<file path="src/rtl/multiword_carry_adder.sv">
`default_nettype none
// ============================================================================
// Module      : multiword_carry_adder
// Description : Multi-precision add/subtract engine. A TOTAL_W-bit operation
//               is processed as NUM_CHUNKS chunks of CHUNK_W bits, one chunk
//               per clock, with a selectable initial carry (zero, one,
//               external, or chained from the previous operation's carry-out).
//               Produces sum/difference, carry-out and signed overflow.
// Ports       : clk, rst      - clock, synchronous active-high reset
//               start/ready   - request / accept handshake
//               mode_sel      - 0: carry mode C_INIT, 1: carry mode c_mode
//               c_mode        - 00 zero, 01 one, 10 cin, 11 chained carry
//               sub, cin      - subtract select, external carry-in
//               op_a, op_b    - operands (sampled on accept)
//               result, cout, ovf, valid - outputs, valid pulses on update
// Revision    : 1.0 - initial release
// ============================================================================
module multiword_carry_adder #(
    parameter int         CHUNK_W    = 8,
    parameter int         NUM_CHUNKS = 4,
    parameter logic [1:0] C_INIT     = 2'b00
) (
    input  logic                            clk,
    input  logic                            rst,
    input  logic                            start,
    output logic                            ready,
    input  logic                            mode_sel,
    input  logic [1:0]                      c_mode,
    input  logic                            sub,
    input  logic                            cin,
    input  logic [CHUNK_W*NUM_CHUNKS-1:0]   op_a,
    input  logic [CHUNK_W*NUM_CHUNKS-1:0]   op_b,
    output logic [CHUNK_W*NUM_CHUNKS-1:0]   result,
    output logic                            cout,
    output logic                            ovf,
    output logic                            valid
);

    localparam int C_TOTAL_W = CHUNK_W * NUM_CHUNKS;
    localparam int C_IDX_W   = (NUM_CHUNKS > 1) ? $clog2(NUM_CHUNKS) : 1;

    localparam logic [C_IDX_W-1:0] C_LAST_IDX = C_IDX_W'(NUM_CHUNKS - 1);

    localparam logic [1:0] C_ST_IDLE = 2'd0;
    localparam logic [1:0] C_ST_RUN  = 2'd1;
    localparam logic [1:0] C_ST_DONE = 2'd2;

    logic [1:0]           r_state;
    logic [1:0]           w_state_next;

    // Operand registers shift right one chunk per RUN cycle, so the active
    // chunk is always in the low CHUNK_W bits.
    logic [C_TOTAL_W-1:0] r_a;
    logic [C_TOTAL_W-1:0] r_b;
    logic                 r_carry;
    logic [C_IDX_W-1:0]   r_idx;
    logic [C_TOTAL_W-1:0] r_shadow;
    logic                 r_last_cout;

    logic                 w_accept;
    logic [1:0]           w_mode;
    logic                 w_c0;
    logic [CHUNK_W:0]     w_chunk_sum;
    logic [CHUNK_W-1:0]   w_chunk_out;
    logic                 w_chunk_cout;
    logic                 w_msb_cin;
    logic                 w_last;
    logic [C_TOTAL_W-1:0] w_shadow_next;

    assign ready    = (r_state != C_ST_RUN);
    assign w_accept = start & ready;
    assign w_mode   = mode_sel ? c_mode : C_INIT;
    assign w_last   = (r_idx == C_LAST_IDX);

    // Initial carry. In DONE the finishing operation's carry-out is already
    // in r_last_cout (loaded on the final RUN edge), so a chained start in
    // DONE sees the fresh value without extra forwarding logic.
    always_comb begin
        w_c0 = 1'b0;
        case (w_mode)
            2'b00:   w_c0 = sub;
            2'b01:   w_c0 = ~sub;
            2'b10:   w_c0 = cin;
            2'b11:   w_c0 = r_last_cout;
            default: w_c0 = 1'b0;
        endcase
    end

    assign w_chunk_sum  = {1'b0, r_a[CHUNK_W-1:0]} + {1'b0, r_b[CHUNK_W-1:0]}
                        + {{CHUNK_W{1'b0}}, r_carry};
    assign w_chunk_out  = w_chunk_sum[CHUNK_W-1:0];
    assign w_chunk_cout = w_chunk_sum[CHUNK_W];

    // Carry into the top bit of the chunk recovered from the sum bit:
    // s = a ^ b ^ c  =>  c = s ^ a ^ b. Only meaningful on the final chunk.
    assign w_msb_cin = w_chunk_out[CHUNK_W-1] ^ r_a[CHUNK_W-1] ^ r_b[CHUNK_W-1];

    // New chunk enters at the top; after NUM_CHUNKS cycles chunk 0 sits at
    // the bottom of the shadow.
    assign w_shadow_next = (r_shadow >> CHUNK_W)
                         | (C_TOTAL_W'(w_chunk_out) << (C_TOTAL_W - CHUNK_W));

    always_ff @(posedge clk) begin
        if (rst) begin
            r_state <= C_ST_IDLE;
        end else begin
            r_state <= w_state_next;
        end
    end

    always_comb begin
        w_state_next = r_state;
        case (r_state)
            C_ST_IDLE: if (start)  w_state_next = C_ST_RUN;
            C_ST_RUN:  if (w_last) w_state_next = C_ST_DONE;
            C_ST_DONE: w_state_next = start ? C_ST_RUN : C_ST_IDLE;
            default:   w_state_next = C_ST_IDLE;
        endcase
    end

    always_ff @(posedge clk) begin
        if (rst) begin
            r_a         <= '0;
            r_b         <= '0;
            r_carry     <= 1'b0;
            r_idx       <= '0;
            r_shadow    <= '0;
            r_last_cout <= 1'b0;
            result      <= '0;
            cout        <= 1'b0;
            ovf         <= 1'b0;
            valid       <= 1'b0;
        end else begin
            valid <= 1'b0;
            if (w_accept) begin
                r_a     <= op_a;
                r_b     <= sub ? ~op_b : op_b;
                r_carry <= w_c0;
                r_idx   <= '0;
            end else if (r_state == C_ST_RUN) begin
                r_a      <= r_a >> CHUNK_W;
                r_b      <= r_b >> CHUNK_W;
                r_carry  <= w_chunk_cout;
                r_shadow <= w_shadow_next;
                r_idx    <= r_idx + 1'b1;
                // Publish on the final chunk edge so outputs and valid are
                // visible during the DONE cycle.
                if (w_last) begin
                    result      <= w_shadow_next;
                    cout        <= w_chunk_cout;
                    ovf         <= w_msb_cin ^ w_chunk_cout;
                    valid       <= 1'b1;
                    r_last_cout <= w_chunk_cout;
                end
            end
        end
    end

endmodule
`default_nettype wire
</file>
<file path="config.mk">
export PLATFORM = sky130hd
export DESIGN_NAME = multiword_carry_adder
export DESIGN_NICKNAME = d
export VERILOG_FILES = /design/src/rtl/multiword_carry_adder.sv
export SDC_FILE = /design/constraint.sdc
export NUM_CORES = 1
export LEC_CHECK = 0
export BUFFER_PORTS_ARGS = -buffer_cell sky130_fd_sc_hd__buf_4
export CAP_MARGIN = 20
export CORE_ASPECT_RATIO = 2
export CORE_MARGIN = 3
export CORE_UTILIZATION = 39
export CTS_CLUSTER_SIZE = 12
export DETAILED_ROUTE_END_ITERATION = 12
export SETUP_SLACK_MARGIN = 0.02
export SYNTH_ARGS = -nofsm -noshare
export SYNTH_HDL_FRONTEND = slang
export SYNTH_SLANG_ARGS = --single-unit
</file>
<file path="constraint.sdc">
create_clock -name clk -period 2.3 [get_ports clk]
set_input_delay 0.575 -clock clk [delete_from_list [all_inputs] [get_ports clk]]
set_output_delay 0.575 -clock clk [all_outputs]
set_load 0.005 [all_outputs]
</file>
# Word-level counts from Yosys, hierarchy flattened
# Cells that the tools add are included.
# totals
ff_bits	136
output_inout_bits	36
elab_cells	53
# op_classes
n_addsub	3
n_eq_ne	9
n_mux	14
bitwise	9
n_reduce_logical	8
# ops
op	n
two-way mux 32 bit	5
inverter 32 bit	1
OR 24 x 32 -> 32 bit	1
adder 8 x 8 -> 9 bit	1
adder 9 x 1 -> 9 bit	1
equality test 2 bit, second input constant	4
two-way mux 2 bit	3
case mux 2 bit (3 select lines)	1
equality test 2 x 1 -> 1 bit, second input constant	2
logical NOT 2 bit	2
two-way mux 1 bit	4
!= test 2 bit, second input constant	2
case mux 1 bit (4 select lines)	1
AND reduction 2 bit	2
inverter 1 bit	3
AND reduction 3 bit	1
OR reduction 3 bit	1
XOR 1 bit	3
adder 2 x 1 -> 2 bit, second input constant	1
!= test 2 x 1 -> 1 bit, second input constant	1
nonzero test 2 bit	1
OR reduction 2 bit	1
bitwise AND 1 bit	1

# Longest topological paths before layout
# depth
word_depth	5
depth_mapped	9
mapped_depth_nobuf	9

# Worst setup path before layout
# Ideal clock, no wire load.
# synth_path
path_kind	register -> register
startpoint	register r_a[0]
endpoint	register ovf
setup_time_ns	0.079
arrival_ns	2.218
slack_ns	0.003
path_stages_with_launch	9
synth_period_minus_slack_ns	2.297
path_cell_list	dfxtp_1 inv_1 fa_1 fa_1 nor2b_1 o31a_2 o221ai_1 xnor3_1 a211oi_2
# synth_between
elab_chain_len	5
# synth_rtl
element	line	source
start: declaration	53	logic [C_TOTAL_W-1:0] r_a;
start signal: assignment	136	r_a <= op_a;
start signal: assignment	141	r_a <= r_a >> CHUNK_W;
adder 8 x 8 -> 9 bit *	89	assign w_chunk_sum = {1'b0, r_a[CHUNK_W-1:0]} + {1'b0, r_b[CHUNK_W-1:0]}
adder 9 x 1 -> 9 bit *	90	+ {{CHUNK_W{1'b0}}, r_carry};
XOR 1 bit (2 in series)	96	assign w_msb_cin = w_chunk_out[CHUNK_W-1] ^ r_a[CHUNK_W-1] ^ r_b[CHUNK_W-1];
XOR 1 bit *	151	ovf <= w_msb_cin ^ w_chunk_cout;
end signal: assignment	151	
end: declaration	35	output logic ovf,
# Mark *: on every way between the ends. The rest lies on a longest branch, timed or not.
# A chain may end at the register's enable or synchronous reset.

# Worst setup path in the final report
# layout_path
startpoint	register r_a[4]
endpoint	register ovf
# The elaborated chain is that of the path after synthesis.

==> metrics.csv <==
metric,value,unit
drt drc,0,
slew margin rel.,0.6427,
Max Cap Viol,0,
Fillers,1406,
fin. max-slew vios,0,
maximum clock rate,467.3,MHz
syn_area_per_cell,8.477,sq um
Hold WS,0.4037,ns
Avg Vias per Cell,4.979,
largest net degree at the start of global routing,65,
Crit Path Class,reg -> reg,
syn nets,736,
Ant. Diodes,0,
synthesized cell area,0.005544,sq mm
register bit count reported by yosys,128,
skew final,0.01002,ns
Yosys Warn Count,0,
detailed placement HPWL,10300,um
GRT overflow,0,
Post-synth top cells,"149 x nand2_1, 128 x dfxtp_1, 79 x a21oi_1",
worst slew pin tran,0.5359,ns
Sinks on Clock Net,128,
Critical Path Fanout Max,5,
Post-synth ARST share,0,
gpl congestion,0.8316,
PnR worst setup slack,0.1601,ns
Clock Path Buffers,2,
Setup crit start kind,flip-flop,
Die Y,174.6,um
drt pass-1 iters,5,
status,"finished, final reports clean",
cell with the most instances after synthesis,nand2_1,
crit path DAT,2.47,ns
LEAKAGE,0.002847,uW
Iter 0 DRT Violations,214,
RSZ-0062 raised after global routing,no,
synth top area cells,"dfxtp_1 46%, nand2_1 10%, a21oi_1 7.1%",
Final Hold Fails,0,
CTS Hold Bufs,0,
Worst setup EP type,flip-flop,
period utilization,0.9304,
H-Tree Level Count,4,
Overall Global Routing Usage,0.1846,
vias in the first global route,4545,
Tightest Hold Check Type,in -> reg,
core area,0.01389,sq mm
# rows,61,
Power Density,805.8,mW/mm^2
global-route wire length before repair,22850,um
post-route minimum period,2.140,ns
Initial Utilization,0.3991,
Synth area leader,dfxtp_1,
worst path required time,2.63,ns
layout cells sized above 1,0.2249,
Pwr Total,5771,uW
top cell type's share of synthesized area,0.4622,
number of library cell types mapped by synthesis,39,
routed wire length,14430,um
final core utilization,0.5156,
wire per inst,15.27,um
routed via count,4705,
Die ar.,0.01577,sq mm
cells after synthesis,654,
Final Setup Violations,0,
root buf cell,clkbuf_16,
Setup WS pre-CTS,-0.03268,ns
clk slew on worst S/H paths,0.06,ns
r2r setup slk,0.16,ns
clk_lat worst skew,0.41,ns
Final Net Count,825,
Max IR drop VDD,0.0005116,V
Post-synth EDFFs,0,
ANT nets after route,0,
Port Buf Inserts,107,
Main synth FF type,dfxtp_1,
P&R area growth vs syn,29.18,%
Num CTS Buffers,17,
initial antenna violation count,0,
# IOs,108,
CTS tree,built,
sequential-to-total area share from yosys stat,0.4622,
die width,90.31,um
state kept, by name, indices dropped and copies added, names as in the netlist:
signal	flops
ovf	1
r_a	32
r_b	32
r_carry	1
r_idx	2
r_last_cout	1
r_shadow	24
r_state	2
result	32
valid	1
cells by family after synthesis:
kind of cell | synth area share
fa+ha+maj | 0.02528
compound gates | 0.1860
buf+inv | 0.04807
xor+xnor | 0.06251
mux | 0.05778
flops | 0.4622
simple gates | 0.1582
critical path: stages, from the launching register on:
cell      delay, ns
dfxtp_1        0.33
ha_1           0.37
o211ai_2       0.11
a21oi_4        0.05
a211o_1        0.31
a211oi_2       0.24
xnor3_1        0.45
a211oi_2       0.20
cells in the final DEF, fill, tap and decap left out, drive strengths merged, types with 2 or more instances in the layout:
cell type,count
clkinv,5
nand2,149
o211ai,26
clkbuf,22
nor2,61
nand3b,5
fa,2
xnor2,35
nand2b,4
clkinvlp,3
buf,123
ha,8
dfxtp,128
a211oi,42
o31ai,2
inv,9
bufinv,2
a21oi,80
xor2,2
o21ai,5
mux2i,32
per-layer routing:
metal	GRT usage	wire, um
met3	0.03318	434
met5	0	0
met4	0.09655	520
met1	0.1890	5274
met2	0.3503	8197
timing repair:
| action | in CTS | in global routing |
|---|---|---|
| buffers inserted | 2 | 0 |
| pin swaps | 4 | 3 |
| endpoints found under the setup margin | 2 | 1 |
| gates resized for setup | 4 | 6 |
metrics by stage:
step | cells | setup TNS, ns | instance area [sq um]
5_1_grt | 945 | 0 | 7162
6_report | 945 | 0 | 7162
4_1_cts | 945 | 0 | 7118
2_1_floorplan | 654 | 0 | 5544
3_3_place_gp | 911 | 0 | 6514
3_5_place_dp | 911 | -0.03268 | 6514
report_power, final:
group / internal [uW] / switching (uW)
clock network: 1650 / 952
registers: 2340 / 75.9
logic: 360 / 398
total: 4350 / 1430
final cells by class:
| class | instances | area, sq um | area share |
|---|---|---|---|
| clock buffer | 22 | 464.2 | 0.06481 |
| clock inverter | 10 | 111.4 | 0.01555 |
| inverter | 9 | 33.78 | 0.004717 |
| timing repair buffer | 123 | 973.4 | 0.1359 |
| multi-input combinational | 464 | 2780 | 0.3882 |
| sequential | 128 | 2562 | 0.3578 |
| tap | 189 | 236.5 | 0.03302 |
final timing paths:
check               from         to  cells after the start
max reg2reg       r_a[4]        ovf                      7
max               r_a[4]        ovf                      7
min             op_a[25]    r_a[25]                      3
min reg2reg  r_shadow[9]  result[1]                      2
Power figures use the tool's default switching activity.
